<file path="src/rtl/led_index_sequencer_pkg.sv">
// Shared encodings for the LED index sequencer: sequencing modes, control states
// and ping-pong direction.
package led_index_sequencer_pkg;

  typedef enum logic [1:0] {
    MODE_UP       = 2'b00,
    MODE_DOWN     = 2'b01,
    MODE_PINGPONG = 2'b10,
    MODE_MANUAL   = 2'b11
  } mode_e;

  typedef enum logic [1:0] {
    S_IDLE  = 2'b00,
    S_RUN   = 2'b01,
    S_PAUSE = 2'b10
  } state_e;

  typedef enum logic {
    DIR_UP   = 1'b0,
    DIR_DOWN = 1'b1
  } dir_e;

endpackage

</file>
<file path="src/rtl/led_index_sequencer_if.sv">
// Control and status bundle between the board controls and the LED index sequencer.
// The slave side is the sequencer; the master side drives run/clear/mode/KEY.
interface led_index_sequencer_if #(
  parameter int INDEX_W = 4
);
  import led_index_sequencer_pkg::*;

  logic               run;
  logic               clear;
  mode_e              mode;
  logic               step_n;
  logic [INDEX_W-1:0] index;
  logic               index_en;
  logic               wrap;

  modport master (
    output run, clear, mode, step_n,
    input  index, index_en, wrap
  );

  modport slave (
    input  run, clear, mode, step_n,
    output index, index_en, wrap
  );

endinterface

</file>
<file path="src/rtl/led_index_sequencer_key_edge_sync.sv">
// Two-flop synchronizer for an active-low push-button followed by a registered
// falling-edge detector; one pulse per press regardless of how long it is held.
module key_edge_sync (
  input  logic clock,
  input  logic reset,
  input  logic key_n,
  output logic pulse
);

  logic sync_a;
  logic sync_b;
  logic key_prev;

  // Flops come out of reset at the released level so a held key still counts as a press.
  always_ff @(posedge clock) begin
    if (reset) begin
      sync_a   <= 1'b1;
      sync_b   <= 1'b1;
      key_prev <= 1'b1;
      pulse    <= 1'b0;
    end else begin
      sync_a   <= key_n;
      sync_b   <= sync_a;
      key_prev <= sync_b;
      pulse    <= key_prev & ~sync_b;
    end
  end

endmodule

</file>
<file path="src/rtl/led_index_sequencer.sv">
// Generates the binary LED index and decoder enable for the shift decoder, advancing
// on a prescaled tick (up/down/ping-pong) or on a manual KEY step.
module led_index_sequencer
  import led_index_sequencer_pkg::*;
#(
  parameter int INDEX_W   = 4,
  parameter int MAX_INDEX = 9,
  parameter int PRESCALE  = 25000000
) (
  input logic                  clock,
  input logic                  reset,
  led_index_sequencer_if.slave bus
);

  localparam int                 CNT_W    = $clog2(PRESCALE);
  localparam logic [INDEX_W-1:0] MAX_IDX  = INDEX_W'(MAX_INDEX);
  localparam logic [INDEX_W-1:0] ONE      = INDEX_W'(1);
  localparam logic [CNT_W-1:0]   CNT_LAST = CNT_W'(PRESCALE - 1);
  localparam logic [CNT_W-1:0]   CNT_ONE  = CNT_W'(1);

  state_e             state;
  dir_e               dir;
  dir_e               adv_dir;
  logic [CNT_W-1:0]   count;
  logic [INDEX_W-1:0] index_q;
  logic [INDEX_W-1:0] adv_index;
  logic               index_en_q;
  logic               wrap_q;
  logic               adv_wrap;
  logic               tick;
  logic               step_pulse;
  logic               advance;

  key_edge_sync u_step_sync (
    .clock (clock),
    .reset (reset),
    .key_n (bus.step_n),
    .pulse (step_pulse)
  );

  assign tick    = (state == S_RUN) && (count == CNT_LAST);
  assign advance = (bus.mode == MODE_MANUAL)
                   ? (step_pulse && ((state == S_RUN) || (state == S_PAUSE)))
                   : tick;

  // Compare against the end points before stepping so MAX_IDX = all-ones never overflows.
  always_comb begin
    adv_index = index_q + ONE;
    adv_wrap  = 1'b0;
    adv_dir   = dir;
    case (bus.mode)
      MODE_DOWN: begin
        if (index_q == '0) begin
          adv_index = MAX_IDX;
          adv_wrap  = 1'b1;
        end else begin
          adv_index = index_q - ONE;
        end
      end
      MODE_PINGPONG: begin
        if (dir == DIR_UP) begin
          if (index_q == MAX_IDX) begin
            adv_index = MAX_IDX - ONE;
            adv_dir   = DIR_DOWN;
            adv_wrap  = 1'b1;
          end
        end else if (index_q == '0) begin
          adv_index = ONE;
          adv_dir   = DIR_UP;
          adv_wrap  = 1'b1;
        end else begin
          adv_index = index_q - ONE;
        end
      end
      default: begin
        if (index_q == MAX_IDX) begin
          adv_index = '0;
          adv_wrap  = 1'b1;
        end
      end
    endcase
  end

  // Control FSM, prescaler and index register; clear overrides every transition.
  always_ff @(posedge clock) begin
    if (reset) begin
      state      <= S_IDLE;
      dir        <= DIR_UP;
      count      <= '0;
      index_q    <= '0;
      index_en_q <= 1'b0;
      wrap_q     <= 1'b0;
    end else if (bus.clear) begin
      state      <= S_IDLE;
      dir        <= DIR_UP;
      count      <= '0;
      index_q    <= '0;
      index_en_q <= 1'b0;
      wrap_q     <= 1'b0;
    end else begin
      wrap_q <= 1'b0;
      count  <= ((state == S_RUN) && !tick) ? count + CNT_ONE : '0;
      if (bus.mode != MODE_PINGPONG) begin
        dir <= DIR_UP;
      end

      case (state)
        S_IDLE: begin
          index_q    <= '0;
          index_en_q <= run_now();
          if (bus.run) begin
            state <= S_RUN;
          end
        end
        S_RUN: begin
          index_en_q <= 1'b1;
          if (!bus.run) begin
            state <= S_PAUSE;
          end
        end
        S_PAUSE: begin
          index_en_q <= 1'b1;
          if (bus.run) begin
            state <= S_RUN;
          end
        end
        default: begin
          state      <= S_IDLE;
          index_en_q <= 1'b0;
        end
      endcase

      if (advance) begin
        index_q <= adv_index;
        wrap_q  <= adv_wrap;
        if (bus.mode == MODE_PINGPONG) begin
          dir <= adv_dir;
        end
      end
    end
  end

  function automatic logic run_now();
    return bus.run;
  endfunction

  assign bus.index    = index_q;
  assign bus.index_en = index_en_q;
  assign bus.wrap     = wrap_q;

endmodule

</file>
<file path="src/flat_wrapper.sv">
// flat-port wrapper written by rule: the top's interface ports become plain ports
module led_index_sequencer_flat import led_index_sequencer_pkg::*;
#(
  parameter int INDEX_W   = 4,
  parameter int MAX_INDEX = 9,
  parameter int PRESCALE  = 25000000
)
  (clock, reset, bus_run, bus_clear, bus_mode, bus_step_n, bus_index, bus_index_en, bus_wrap);
  led_index_sequencer_if #(.INDEX_W(INDEX_W)) bus_i ();
  input logic clock;
  input logic reset;
  input wire logic [$bits(bus_i.run)-1:0] bus_run;
  input wire logic [$bits(bus_i.clear)-1:0] bus_clear;
  input wire logic [$bits(bus_i.mode)-1:0] bus_mode;
  input wire logic [$bits(bus_i.step_n)-1:0] bus_step_n;
  output wire logic [$bits(bus_i.index)-1:0] bus_index;
  output wire logic [$bits(bus_i.index_en)-1:0] bus_index_en;
  output wire logic [$bits(bus_i.wrap)-1:0] bus_wrap;
  assign bus_i.run = bus_run;
  assign bus_i.clear = bus_clear;
  assign bus_i.mode = bus_mode;
  assign bus_i.step_n = bus_step_n;
  assign bus_index = bus_i.index;
  assign bus_index_en = bus_i.index_en;
  assign bus_wrap = bus_i.wrap;
  led_index_sequencer #(.INDEX_W(INDEX_W), .MAX_INDEX(MAX_INDEX), .PRESCALE(PRESCALE)) u_core (.clock(clock), .reset(reset), .bus(bus_i));
endmodule
</file>
<file path="config.mk">
export PLATFORM = sky130hd
export DESIGN_NAME = led_index_sequencer_flat
export DESIGN_NICKNAME = d
export VERILOG_FILES = /design/src/rtl/led_index_sequencer_pkg.sv /design/src/rtl/led_index_sequencer_if.sv /design/src/rtl/led_index_sequencer_key_edge_sync.sv /design/src/rtl/led_index_sequencer.sv /design/src/flat_wrapper.sv
export SDC_FILE = /design/constraint.sdc
export NUM_CORES = 1
export LEC_CHECK = 0
export CORE_AREA = 8 8 93 95
export CTS_CLUSTER_DIAMETER = 100
export DETAILED_ROUTE_END_ITERATION = 7
export DIE_AREA = 0 0 101 103
export HOLD_SLACK_MARGIN = 0.1
export SYNTH_ARGS = -nofsm -noshare
export SYNTH_HDL_FRONTEND = slang
export SYNTH_SLANG_ARGS = --single-unit
</file>
<file path="constraint.sdc">
create_clock -name clock -period 1.83 [get_ports clock]
set_clock_uncertainty 0.15 [all_clocks]
set_input_delay 0.366 -clock clock [delete_from_list [all_inputs] [get_ports clock]]
set_output_delay 0.366 -clock clock [all_outputs]
set_load 0.03 [all_outputs]
</file>
==> Word-level counts from Yosys, hierarchy flattened <==
Index checks and enable logic that the tools add are counted.
{ "op_classes": {"div": 0, "mux": 22, "eq_ne": 10, "reduce_logical": 14, "addsub": 3, "n_mul": 0, "order_cmp": 0, "shift": 0, "bitwise": 4} }
{ "ops": {"columns": ["cell", "n"], "rows": [
  ["4-bit 2-to-1 mux", 7],
  ["25-bit by 1-bit adder with 25-bit output (second input constant)", 1],
  ["25-bit == test (second input constant)", 1],
  ["1-bit 2-to-1 mux", 9],
  ["4-bit case mux with 2 select lines", 1],
  ["2-bit == test (second input constant)", 3],
  ["2-bit OR reduction", 3],
  ["3-bit OR reduction", 2],
  ["4-bit by 1-bit adder with 4-bit output (second input constant)", 1],
  ["2-bit by 1-bit == test with 1-bit output (second input constant)", 2],
  ["4-bit == test (second input constant)", 1],
  ["4-bit zero test", 1],
  ["2-bit 2-to-1 mux", 2],
  ["2-bit != test (second input constant)", 2],
  ["1-bit case mux with 2 select lines", 2],
  ["2-bit case mux with 2 select lines", 1],
  ["4-bit by 1-bit subtractor with 4-bit output (second input constant)", 1],
  ["1-bit logical AND", 3],
  ["1-bit NOT", 3],
  ["2-bit zero test", 1],
  ["2-bit by 1-bit != test with 1-bit output (second input constant)", 1],
  ["2-bit AND reduction", 1],
  ["2-bit nonzero test", 1],
  ["1-bit AND", 1],
  ["2 further kinds", 2]
]} }
{ "word_totals": {"n_memories": 0, "regBits": 38, "latchBits": 0, "romBits": 0, "in_bits": 7, "output_inout_bits": 6, "ram_bits": 0, "elab_cells": 63} }

==> Depth between registers and ports, before layout <==
{ "logic_depth": {"word_depth": 6, "depth_mapped": 8, "depth_no_buf": 7} }

==> Hierarchy <==
A second synthesis with hierarchy kept.
{ "hier_totals": {"hier_cells": 238, "area_unflattened_um2": 2035.7} }
{ "modules_own_cells": {"columns": ["mod", "area_per_inst_um2", "cells_each", "seq_area_each_um2", "n_inst"], "rows": [
  ["led_index_sequencer", 1929.4, 230, 680.7, 1],
  ["key_edge_sync", 106.4, 8, 80.1, 1]
]} }

==> Worst setup path after synthesis <==
No wires, ideal clock.
{ "synth_timing": {"path_type": "reg-to-reg", "startpoint": "register u_core.index_q[0] (netlist: u_core.bus.index[0])", "endpoint": "register u_core.index_q[3] (netlist: u_core.bus.index[3])", "path_slack_ns": -0.309, "t_required_ns": 1.579, "setup_ns": 0.101, "path_stages_with_launch": 9, "arrival_time_ns": 1.888, "n_path_buf": 1, "path_cell_list": "dfxtp_1 > clkbuf_1 > inv_1 > ha_1 > nor2_1 > a32oi_1 > o211ai_1 > a211oi_1 > o41ai_1"} }
{ "synth_via": {"elab_chain_cells": 5, "word_cells_on_any_way": 11, "cone_classes": "2 x add/sub; 1 x eq/ne; 7 x mux; 1 x reduce/logical"} }
{ "synth_lines": {"columns": ["element", "line", "source"], "rows": [
  ["start: declaration", "led_index_sequencer.sv:25", "logic [INDEX_W-1:0] index_q;"],
  ["start signal: assignment", "led_index_sequencer.sv:134", "index_q <= adv_index;"],
  ["4-bit by 1-bit adder with 4-bit output (tied with other cells)", "led_index_sequencer.sv:48", "adv_index = index_q + ONE;"],
  ["4-bit 2-to-1 mux, on equally long branches", "led_index_sequencer.sv:62, led_index_sequencer.sv:67", null],
  ["4-bit 2-to-1 mux", "led_index_sequencer.sv:61", "if (dir == DIR_UP) begin"],
  ["4-bit case mux with 2 select lines (*)", "led_index_sequencer.sv:51", "case (bus.mode)"],
  ["4-bit 2-to-1 mux (*)", "led_index_sequencer.sv:133", "if (advance) begin"]
]} }
Every way passes the cells marked *; elsewhere a longest branch is shown, timed or not.
A chain may end at the register's enable or synchronous reset.

==> Worst setup path in the final report <==
{ "layout_timing": {"startpoint": "register u_core.index_en_q (netlist: u_core.bus.index_en)", "endpoint": "output port bus_index_en"} }
{ "layout_lines": {"columns": ["element", "line", "source"], "rows": [
  ["start: declaration", "led_index_sequencer.sv:27", "logic index_en_q;"],
  ["start signal: assignment", "led_index_sequencer.sv:110", "index_en_q <= run_now();"],
  ["end: declaration", "flat_wrapper.sv:17", "output wire logic [$bits(bus_i.index_en)-1:0] bus_index_en;"]
]} }
No word-level cell between the ends.

==> metrics <==
outcome completed; vias in the first global route 1805; wire length on met2 2.30 mm; CP Capture Type output port; Yosys reg bits 38; crit path time final 1.79 ns; fin util 38.8%; Sw Share 23.0%; total CTS buffers 5; fraction of layout instances using a drive strength above 1 25.6%; worst hold path type reg2reg; CTS Hold Bufs 0; Fmax approximately 0.56 GHz; crit-path max cell delay 0.68 ns; CP max stage cell clkdlybuf4s50_1; Finished Layout Cells between 300 and 400; CTS clk-pin slew, worst paths 0.07 ns; ANT cells 0; switching power total 357 uW; Post-synth EDFFs 0; most common cell after layout, fill and taps aside nor2_1; sequential area share after synthesis 36.5%; CTS sink cnt 38; Skew-Pair Late Insertion Delay 0.29 ns; Worst setup SP type flip-flop; clock power share between 30% and 40%; RSZ-0062 raised after global routing true; M1 WL about 2.3 mm; Slew Viols, Final 0; maxcap violations 0; CP Class reg2out; CP arrival 1.27 ns; GR Overflow Total 0; antenna viol nets, final 0; GRT Overall Usage 9.43%; asr flop ratio synth 0%; Flop pwr share around 54%; max layer used met4; Starting Density between 20 and 30%; clk buf depth 2; worst-margin pin slew 0.383 ns; syn nets 263; area growth from synthesis to layout 33.0%; die area 10400 um2; Largest register FFs 25; ratio of final minimum period to clock period 97.8%; Syn Area/Cell 8.53 um2; peak supply drop between 0.4 and 0.5 mV; P_leak between 0.001 and 0.0015 uW; Slew HR 74.3%; GP Congestion 0.816; layout net count approximately 310; critical path peak fanout 1; CTS H-tree lvls 2; met3 wire length 132 um; CTS tree done; Root Buffer clkbuf_8; largest net degree at the start of global routing 26; final WL 4.79 mm; die height 103 um; initial DRC count 107; count of final hold-check violations 0; total number of vias 1823; dpl cells 380; Required @ worst endpoint roughly 1.3 ns; total power 1550 uW; Reg with most FFs u_core.count; global-route wire length before repair between 8 and 9 mm; cell internal pwr 1190 uW; worst path bufs/invs 1; via/cell ratio 4.65; drt wl/cell ~12 um; cell area after synthesis roughly 2100 um2; Cells after Synth 244; IO Port Bufs 12; Fill cells roughly 740; site row count 31; Cell variety after synth a little under 50; detailed-placement wirelength estimate 3.36 mm; CP top delay family buffers and inverters; Power Density 559 nW/um2; CP Cell Sequence clkdlybuf4s50_1; setup_tns 0 ns; DRT Pass-1 Iters 4; Main synth FF type dfxtp_1; commonest cells after routing, fill and taps aside nor2_1, buf_4, dfxtp_1; chip width 101 um; Core ar. 7140 um2; final count of negative-setup-slack endpoints 0; Post-route DRC 0; Syn. warnings 0; Comb pwr share 7.2%; initial antenna violation count 0; Top Ports 13
==> power groups by stage <==
stage / combinational, uW / clock (uW) / sequential (uW)
6_report: 111 / 605 / 833
5_1_grt: 122 / 665 / 834
4_1_cts: 106 / 623 / 833
3_5_place_dp: 101 / 0 / 853
3_3_place_gp: 99.2 / 0 / 853
2_1_floorplan: 48.2 / 0 / 855
==> per-stage QoR <==
step                setup WS [ns]  hold WS [ns]  instance area, um2
floorplan                  0.0113         0.239                2090
global placement           -0.424         0.245                2540
detailed placement         -0.476         0.247                2540
CTS                       0.00463         0.265                2650
global route              -0.0449         0.275                2770
finish                     0.0408         0.263                2770
==> cells by family after synthesis <==
logic type | share of synthesized area, %
flip-flops | 36.5
adder cells (fa/ha/maj) | 7.21
AND/OR/NAND/NOR | 31.3
buffers and inverters | 5.05
XOR/XNOR | 10.1
multiplexers | 0.962
AO/OA/AOI/OAI | 8.83
==> cell usage after synthesis (all sizes together), types with 2 or more instances <==
library cell	n	share of area [%]
a211oi	2	0.72
a21oi	8	1.9
and3	6	1.9
buf	5	1.7
clkbuf	3	0.60
dfxtp	38	37
ha	12	7.2
inv	15	2.7
mux2i	2	0.96
nand2	13	2.3
nand3	14	3.6
nand3b	4	1.4
nand4	6	2.5
nand4b	2	0.84
nor2	39	7.2
nor2b	2	0.60
nor3	7	1.7
nor3b	3	1.1
nor4	2	0.90
nor4b	6	3.1
o21ai	7	1.7
o21bai	2	0.72
o22ai	2	0.60
o31ai	2	0.72
or2	4	1.2
or3	2	0.60
xnor2	16	6.7
xor2	8	3.4
==> final cells by class <==
class,count,area (um2),share of cell area (%)
inverters,15,56.3,2.03
flip-flops and latches,38,771,27.8
multi-input cells,183,1300,46.9
clock buffers,6,82.6,2.98
clock inverters,2,11.3,0.407
well taps,99,124,4.47
repair buffers,49,427,15.4
==> path summary, 6_finish.rpt <==
path / start / to / cells past startpoint / slack, ns
worst max-delay path: u_core.bus.index_en$_SDFF_PP0_ / bus_index_en / 1 / 0.04
worst min register to register: u_core.u_step_sync.key_prev$_SDFF_PP1_ / u_core.u_step_sync.pulse$_SDFF_PP0_ / 2 / 0.26
worst max register to register: u_core.count[8]$_SDFF_PP0_ / u_core.count[12]$_SDFF_PP0_ / 6 / 0.05
worst min-delay path: u_core.u_step_sync.key_prev$_SDFF_PP1_ / u_core.u_step_sync.pulse$_SDFF_PP0_ / 2 / 0.26
==> timing repair <==
item,4_1_cts,5_1_grt
hold endpoints to repair,0,0
buffers inserted,0,2
gates cloned,0,2
resized for setup,10,16
pin swaps,1,5
endpoints found under the setup margin,9,31
==> tightest hold or removal path: stages, from the launching register on <==
cell and delay (ns):
dfxtp_1 0.30, inv_1 0.04, nor2_1 0.03
==> routing by layer <==
metal / global-route usage [%] / up-vias
met5: 0 / -
met4: 2.75 / 0
met3: 2.16 / 5
met2: 16.5 / 20
met1: 11.3 / 854
li1: - / 944
(Power assumes the default switching activity.)
